[src/rtl/fir_seq_ctrl.sv]
// rtl/fir_seq_ctrl.sv - sequencer/arbiter feeding the bit-serial symmetric FIR core
// Serializes coefficient words, issues start pulses and holds one result with backpressure.
module fir_seq_ctrl #(
  parameter int BITS = 8,
  parameter int TAPS = 4
) (
  input  logic            clk,
  input  logic            rst_n,
  input  logic            c_valid,
  output logic            c_ready,
  input  logic [BITS-1:0] c_data,
  input  logic            s_valid,
  output logic            s_ready,
  input  logic [BITS-1:0] s_data,
  output logic            m_valid,
  input  logic            m_ready,
  output logic [BITS-1:0] m_data,
  output logic            busy,
  output logic            fir_start,
  output logic [BITS-1:0] fir_x,
  output logic            fir_coeff_load,
  output logic            fir_coeff_bit,
  input  logic [BITS-1:0] fir_y
);

  localparam int N   = (TAPS / 2) * BITS;
  localparam int BCW = $clog2(BITS);
  localparam int LCW = $clog2(N + 1);

  typedef enum logic [2:0] {IDLE, CLOAD, START, BUSY, DONE} state_t;

  state_t          state;
  logic [BITS-1:0] shreg;
  logic [BCW-1:0]  bit_cnt;
  logic [LCW-1:0]  lat_cnt;
  logic            capture;

  // Coefficient channel wins any tie with the sample channel.
  assign c_ready       = (state == IDLE);
  assign s_ready       = (state == IDLE) && !c_valid;
  assign busy          = (state != IDLE);
  assign fir_coeff_bit = shreg[BITS-1];
  assign capture       = (state == DONE) && (!m_valid || m_ready);

  always_ff @(posedge clk or negedge rst_n) begin
    if (!rst_n) begin
      state          <= IDLE;
      shreg          <= '0;
      bit_cnt        <= '0;
      lat_cnt        <= '0;
      fir_start      <= 1'b0;
      fir_x          <= '0;
      fir_coeff_load <= 1'b0;
      m_valid        <= 1'b0;
      m_data         <= '0;
    end else begin
      fir_start <= 1'b0;
      if (m_valid && m_ready) m_valid <= 1'b0;

      case (state)
        IDLE: begin
          if (c_valid) begin
            shreg          <= c_data;
            bit_cnt        <= '0;
            fir_coeff_load <= 1'b1;
            state          <= CLOAD;
          end else if (s_valid) begin
            fir_x     <= s_data;
            fir_start <= 1'b1;
            state     <= START;
          end
        end
        CLOAD: begin
          // The word is fully shifted out on the last cycle, so the bit reads 0 afterwards.
          shreg <= {shreg[BITS-2:0], 1'b0};
          if (bit_cnt == BCW'(BITS - 1)) begin
            fir_coeff_load <= 1'b0;
            state          <= IDLE;
          end else begin
            bit_cnt <= bit_cnt + BCW'(1);
          end
        end
        START: begin
          lat_cnt <= LCW'(N);
          state   <= BUSY;
        end
        BUSY: begin
          lat_cnt <= lat_cnt - LCW'(1);
          if (lat_cnt == LCW'(1)) state <= DONE;
        end
        DONE: begin
          // Reload overrides the drain clear above, giving back-to-back valid.
          if (capture) begin
            m_data  <= fir_y;
            m_valid <= 1'b1;
            state   <= IDLE;
          end
        end
        default: state <= IDLE;
      endcase
    end
  end

endmodule

[config.mk]
export PLATFORM = sky130hd
export DESIGN_NAME = fir_seq_ctrl
export DESIGN_NICKNAME = d
export VERILOG_FILES = /design/src/rtl/fir_seq_ctrl.sv
export SDC_FILE = /design/constraint.sdc
export NUM_CORES = 1
export LEC_CHECK = 0
export ABC_AREA = 0
export BUFFER_PORTS_ARGS = -buffer_cell sky130_fd_sc_hd__buf_4
export CORE_MARGIN = 2
export CORE_UTILIZATION = 38
export CTS_CLUSTER_SIZE = 10
export DETAILED_ROUTE_END_ITERATION = 8
export REMOVE_ABC_BUFFERS = 1
export SLEW_MARGIN = 20
export SYNTH_ARGS = -nofsm -noshare
export SYNTH_HDL_FRONTEND = slang
export SYNTH_SLANG_ARGS = --single-unit
[constraint.sdc]
create_clock -name clk -period 2.1 [get_ports clk]
set_input_delay 0.105 -clock clk [delete_from_list [all_inputs] [get_ports clk]]
set_output_delay 0.105 -clock clk [all_outputs]
set_load 0.1 [all_outputs]
# Yosys cells after proc, flatten, opt, wreduce, memory -nomap -nowiden
# Cells that the tools add are included.
# W data, S select, Z words.
[totals] regBits=38
[op_classes] addsub=2 n_bitwise=1 muxes=21 n_reduce_logical=16 eq_ne=12
[ops] cell="$mux W3" n=7
[ops] cell="$pmux W8 S2" n=1
[ops] cell="$pmux W3 S5" n=1
[ops] cell="$ne A2 B2 Y1 const B" n=5
[ops] cell="$pmux W5 S2" n=1
[ops] cell="$reduce_and A3 Y1" n=3
[ops] cell="$mux W1" n=8
[ops] cell="$mux W8" n=1
[ops] cell="$eq A3 B2 Y1 const B" n=2
[ops] cell="$eq A3 B3 Y1 const B" n=2
[ops] cell="$pmux W3 S2" n=1
[ops] cell="$eq A5 B1 Y1 const B" n=1
[ops] cell="$sub A5 B1 Y5 const B" n=1
[ops] cell="$reduce_and A2 Y1" n=2
[ops] cell="$reduce_and A4 Y1" n=1
[ops] cell="$reduce_bool A2 Y1" n=2
[ops] cell="$add A3 B1 Y3 const B" n=1
[ops] cell="$eq A3 B1 Y1 const B" n=1
[ops] cell="$logic_and A1 B1 Y1" n=3
[ops] cell="$logic_not A3 Y1" n=1
[ops] cell="$ne A3 B2 Y1 const B" n=1
[ops] cell="$reduce_bool A3 Y1" n=1
[ops] cell="$logic_not A1 Y1" n=2
[ops] cell="$pmux W1 S2" n=1
[ops] cell="other kinds (2)" n=2

# Logic depth before layout (Yosys ltp)
[depth] depth_word=5 ltp_mapped=6

# Least setup slack after synthesis
# No wires, ideal clock.
[synth_timing] path_kind="register to output" from="register state[1]" to="output port s_ready" path_slack_ps=-1817 stages_incl_launch_ff=5 t_required_ps=1995 arrival_time_ps=3812 cell_sequence="dfrtp_1 buf_6 nor3_2 inv_2 nor2_1"
[synth_between] elab_chain_len=2
[synth_rtl] element="from (decl)" line="32" source="state_t state;"
[synth_rtl] element="from (signal assigned)" line="47" source="state <= IDLE;"
[synth_rtl] element="from (signal assigned)" line="66" source="state <= CLOAD;"
[synth_rtl] element="from (signal assigned)" line="70" source="state <= START;"
[synth_rtl] element="$logic_not A3 Y1"
[synth_rtl] element="net c_ready" line="10" source="output logic c_ready,"
[synth_rtl] element="$logic_and A1 B1 Y1" line="40" source="assign s_ready = (state == IDLE) && !c_valid;"
[synth_rtl] element="to (decl)" line="13" source="output logic s_ready,"
# The timed path passes the listed nets, and every way through them passes these cells.

# Worst setup path in the final report
[layout_timing] from="register state[0]" to="register bit_cnt[0]"
[layout_between] elab_chain_len=3 word_cells_on_any_way=7 classes_between="eq/ne (3); mux (1); reduce/logical (3)"
[layout_rtl] element="$eq A3 B1 Y1 / $logic_not A3 Y1 (equally long branches)" line="60" source="case (state)"
[layout_rtl] element="$ne A2 B2 Y1 (no line) / $reduce_bool A2 Y1 (equally long branches)"
[layout_rtl] element="$reduce_and A3 Y1 (no line)"
[layout_rtl] element="to (signal assigned)" line="80" source="bit_cnt <= bit_cnt + BCW'(1);"
[layout_rtl] element="to (decl)" line="34" source="logic [BCW-1:0] bit_cnt;"
# Parallel ways exist; a longest one is shown, timed or not.
# A chain may end at the register's enable or synchronous reset.

==> flow_metrics.env <==
export IMPL_syn_to_final_growth_pct=32.0
export IMPL_dp_slack_ps=281
export IMPL_hold_viol=0
export IMPL_synth_warnings=0
export IMPL_cts_path_max_buffers=2
export IMPL_cp_common_cell="mux2_4"
export IMPL_synth_simple_gate_area_frac=0.139
export IMPL_most_common_layout_cells="buf_4, dfrtp_1, mux2_2"
export IMPL_grt_max_degree=39
export IMPL_dpl_instance_area_um2=2100
export IMPL_grt_total_usage=0.143
export IMPL_clock_root_buffer="clkbuf_8"
export IMPL_tritoncts="yes"
export IMPL_synthXorXnorAreaFrac=0
export IMPL_postRouteAntennaNets=0
export IMPL_routed_via_density=5.02
export IMPL_routedWlPerCell_um=13.5
export IMPL_synth_top_cell_area_share=0.569
export IMPL_hold_start="s_data[7]"
export IMPL_max_freq_mhz=550
export IMPL_setup_ws_ps=280
export IMPL_num_rows=24
export IMPL_cts_sinks=38
export IMPL_core_um2=4290
export IMPL_dp_hpwl_um=2420
export IMPL_io_buffers=51
export IMPL_mappedNetlistArea_um2=1670
export IMPL_status="finished, final reports clean"
export IMPL_synth_compound_area_frac=0.0944
export IMPL_fin_area_um2=2200
export IMPL_grt_pass1_wl_um=5540
export IMPL_die_w_um=70.3
export IMPL_startpoint_type="flop"
export IMPL_cp_startpoint="state[0]$_DFFE_PN0P_"
export IMPL_synth_fa_ha_area_frac=0.0300
export IMPL_synth_top_family_by_area="simple AND/OR/NAND/NOR gates"
export IMPL_critical_path_max_stage_delay_ps=570
export IMPL_synth_mux_area_fraction=0.132
export IMPL_worstPathRequired_ps=2280
export IMPL_dr_pass1_iters=4
export IMPL_final_common_cell="buf_4"
export IMPL_synthTopCellsByArea="dfrtp_1, mux2_2, ha_1"
export IMPL_ys_ff_latch=38
export IMPL_postSynthAreaPerCell_um2=12.2
export IMPL_rsz0062_at_grt="no"
export IMPL_start_util=0.389
export IMPL_syn_inst=137
export IMPL_gp_congestion=0.760
export IMPL_antenna_found_initial=0
export IMPL_worstMarginPinSlew_ps=470
export IMPL_die_y_um=70.3
export IMPL_dieArea_um2=4940
export IMPL_diodes=0
export IMPL_cts_inserted_buffers=5
export IMPL_drc=0
export IMPL_skew_ps=8.05
export IMPL_overflow=0
export IMPL_ys_seq_area_frac=0.569
export IMPL_drt_wl_total_um=3310
export IMPL_hold_path_class="primary input to flop"
export IMPL_cts_clk_slew_worst_paths_ps=70
export IMPL_slowest_stage="dfrtp_1"
export IMPL_setup_viol=0
export IMPL_finalMaxSlewViolations=0
export IMPL_relSlewSlack=0.686
export IMPL_io_pins=52
export IMPL_period_share=0.867
export IMPL_crit_type="flop to flop"
export IMPL_yosysUniqueCellTypes=37
export IMPL_num_vias=1231
export IMPL_cap_violations=0
export IMPL_yosysTopAreaCell="dfrtp_1"
export IMPL_htree_levels=2
export IMPL_drive_above_1_share=0.415
export IMPL_timing_rr_start="state[0]$_DFFE_PN0P_"
export IMPL_first_global_vias=1205
export IMPL_clock_latency_ps=290
export IMPL_path_cells="or3b_1 -> mux2_4 -> mux2_4"
export IMPL_cp_max_fo=13
export IMPL_end_kind="flop"
export IMPL_cp_arrival_ps=2000
export IMPL_fin_crit_ps=1820
export IMPL_drt_iter0_markers=35
export IMPL_nets=225
[cells in the mapped netlist]
master	n
mux2_1	3
mux2_4	2
o41ai_1	1
a22oi_1	1
nand2b_1	3
o22ai_1	6
nor3_2	1
o311a_1	1
nand3b_1	1
o21ai_0	2
o311ai_0	1
mux2_2	13
or3b_1	1
nor3b_2	1
nor3b_1	1
buf_2	3
o31ai_1	1
a22o_1	5
clkbuf_1	3
dfrtp_1	38
inv_2	1
nor3_1	6
mux2i_1	1
o221ai_1	1
nand4_1	1
or3_1	2
ha_1	4
a21o_1	2
or4b_2	1
nand3_1	3
nor2b_1	1
nor4b_1	1
nand2_1	9
buf_6	1
inv_1	5
nor2_1	9
or4b_1	1
[final cells by class]
| cell class | count | area (um2) |
|---|---|---|
| Multi-Input combinational cell | 86 | 659 |
| Inverter | 6 | 22.5 |
| Tap cell | 52 | 65.1 |
| Sequential cell | 38 | 951 |
| Clock inverter | 1 | 5.00 |
| Fill cell | 408 | 2090 |
| Timing Repair Buffer | 55 | 415 |
| Clock buffer | 7 | 86.3 |
[state kept, by name, indices dropped and copies added, names as in the netlist]
name,cells
m_data,8
m_valid,1
bit_cnt,3
fir_start,1
fir_coeff_load,1
lat_cnt,5
fir_x,8
shreg,8
state,3
[layer usage]
| metal | up-vias | global-route usage | part of all wire |
|---|---|---|---|
| li1 | 599 | - | - |
| met1 | 580 | 0.177 | 0.43 |
| met2 | 46 | 0.211 | 0.46 |
| met3 | 6 | 0.0722 | 0.094 |
| met4 | 0 | 0.0577 | 0.015 |
| met5 | - | 0 | 0 |
[logic make-up after synthesis]
group / after synthesis
and+or+nand+nor: 42
DFF: 38
AOI/OAI and AO/OA: 21
muxes: 19
buffers and inverters: 13
adders and majority gates: 4
[final timing paths]
path	endpoint	slack [ps]	cells past startpoint
setup / recovery	bit_cnt[0]$_DFFE_PN0P_	280	3
hold / removal	fir_x[7]$_DFFE_PN0P_	30	2
setup reg to reg	bit_cnt[0]$_DFFE_PN0P_	280	3
hold reg to reg	shreg[7]$_DFFE_PN0P_	480	1
max in group asynchronous	state[1]$_DFFE_PN0P_	1450	2
min in group asynchronous	shreg[0]$_DFFE_PN0P_	320	2
[stage by stage]
stage,util,setup TNS [ps],hold WS (ps),std cells
2_1_floorplan,-,-13850,-191,130
3_3_place_gp,0.490,0,94.3,236
3_5_place_dp,0.490,0,101,236
4_1_cts,0.513,0,19.7,245
5_1_grt,0.513,0,20.9,245
6_report,0.513,0,31.6,245
[critical path: cells and delay by family, from the launching register on]
kind	cells	cell delay, ps
flops	1	570
simple gates	1	530
mux	2	620
[timing repair]
action / CTS / global route
hold endpoints to repair: 38 / 0
hold buffers: 1 / 0
gates resized for setup: 0 / 0
setup buffers: 0 / 0
Power is not shown: default switching activity piles up to over one toggle a cycle in this logic, so the estimate is an artifact.
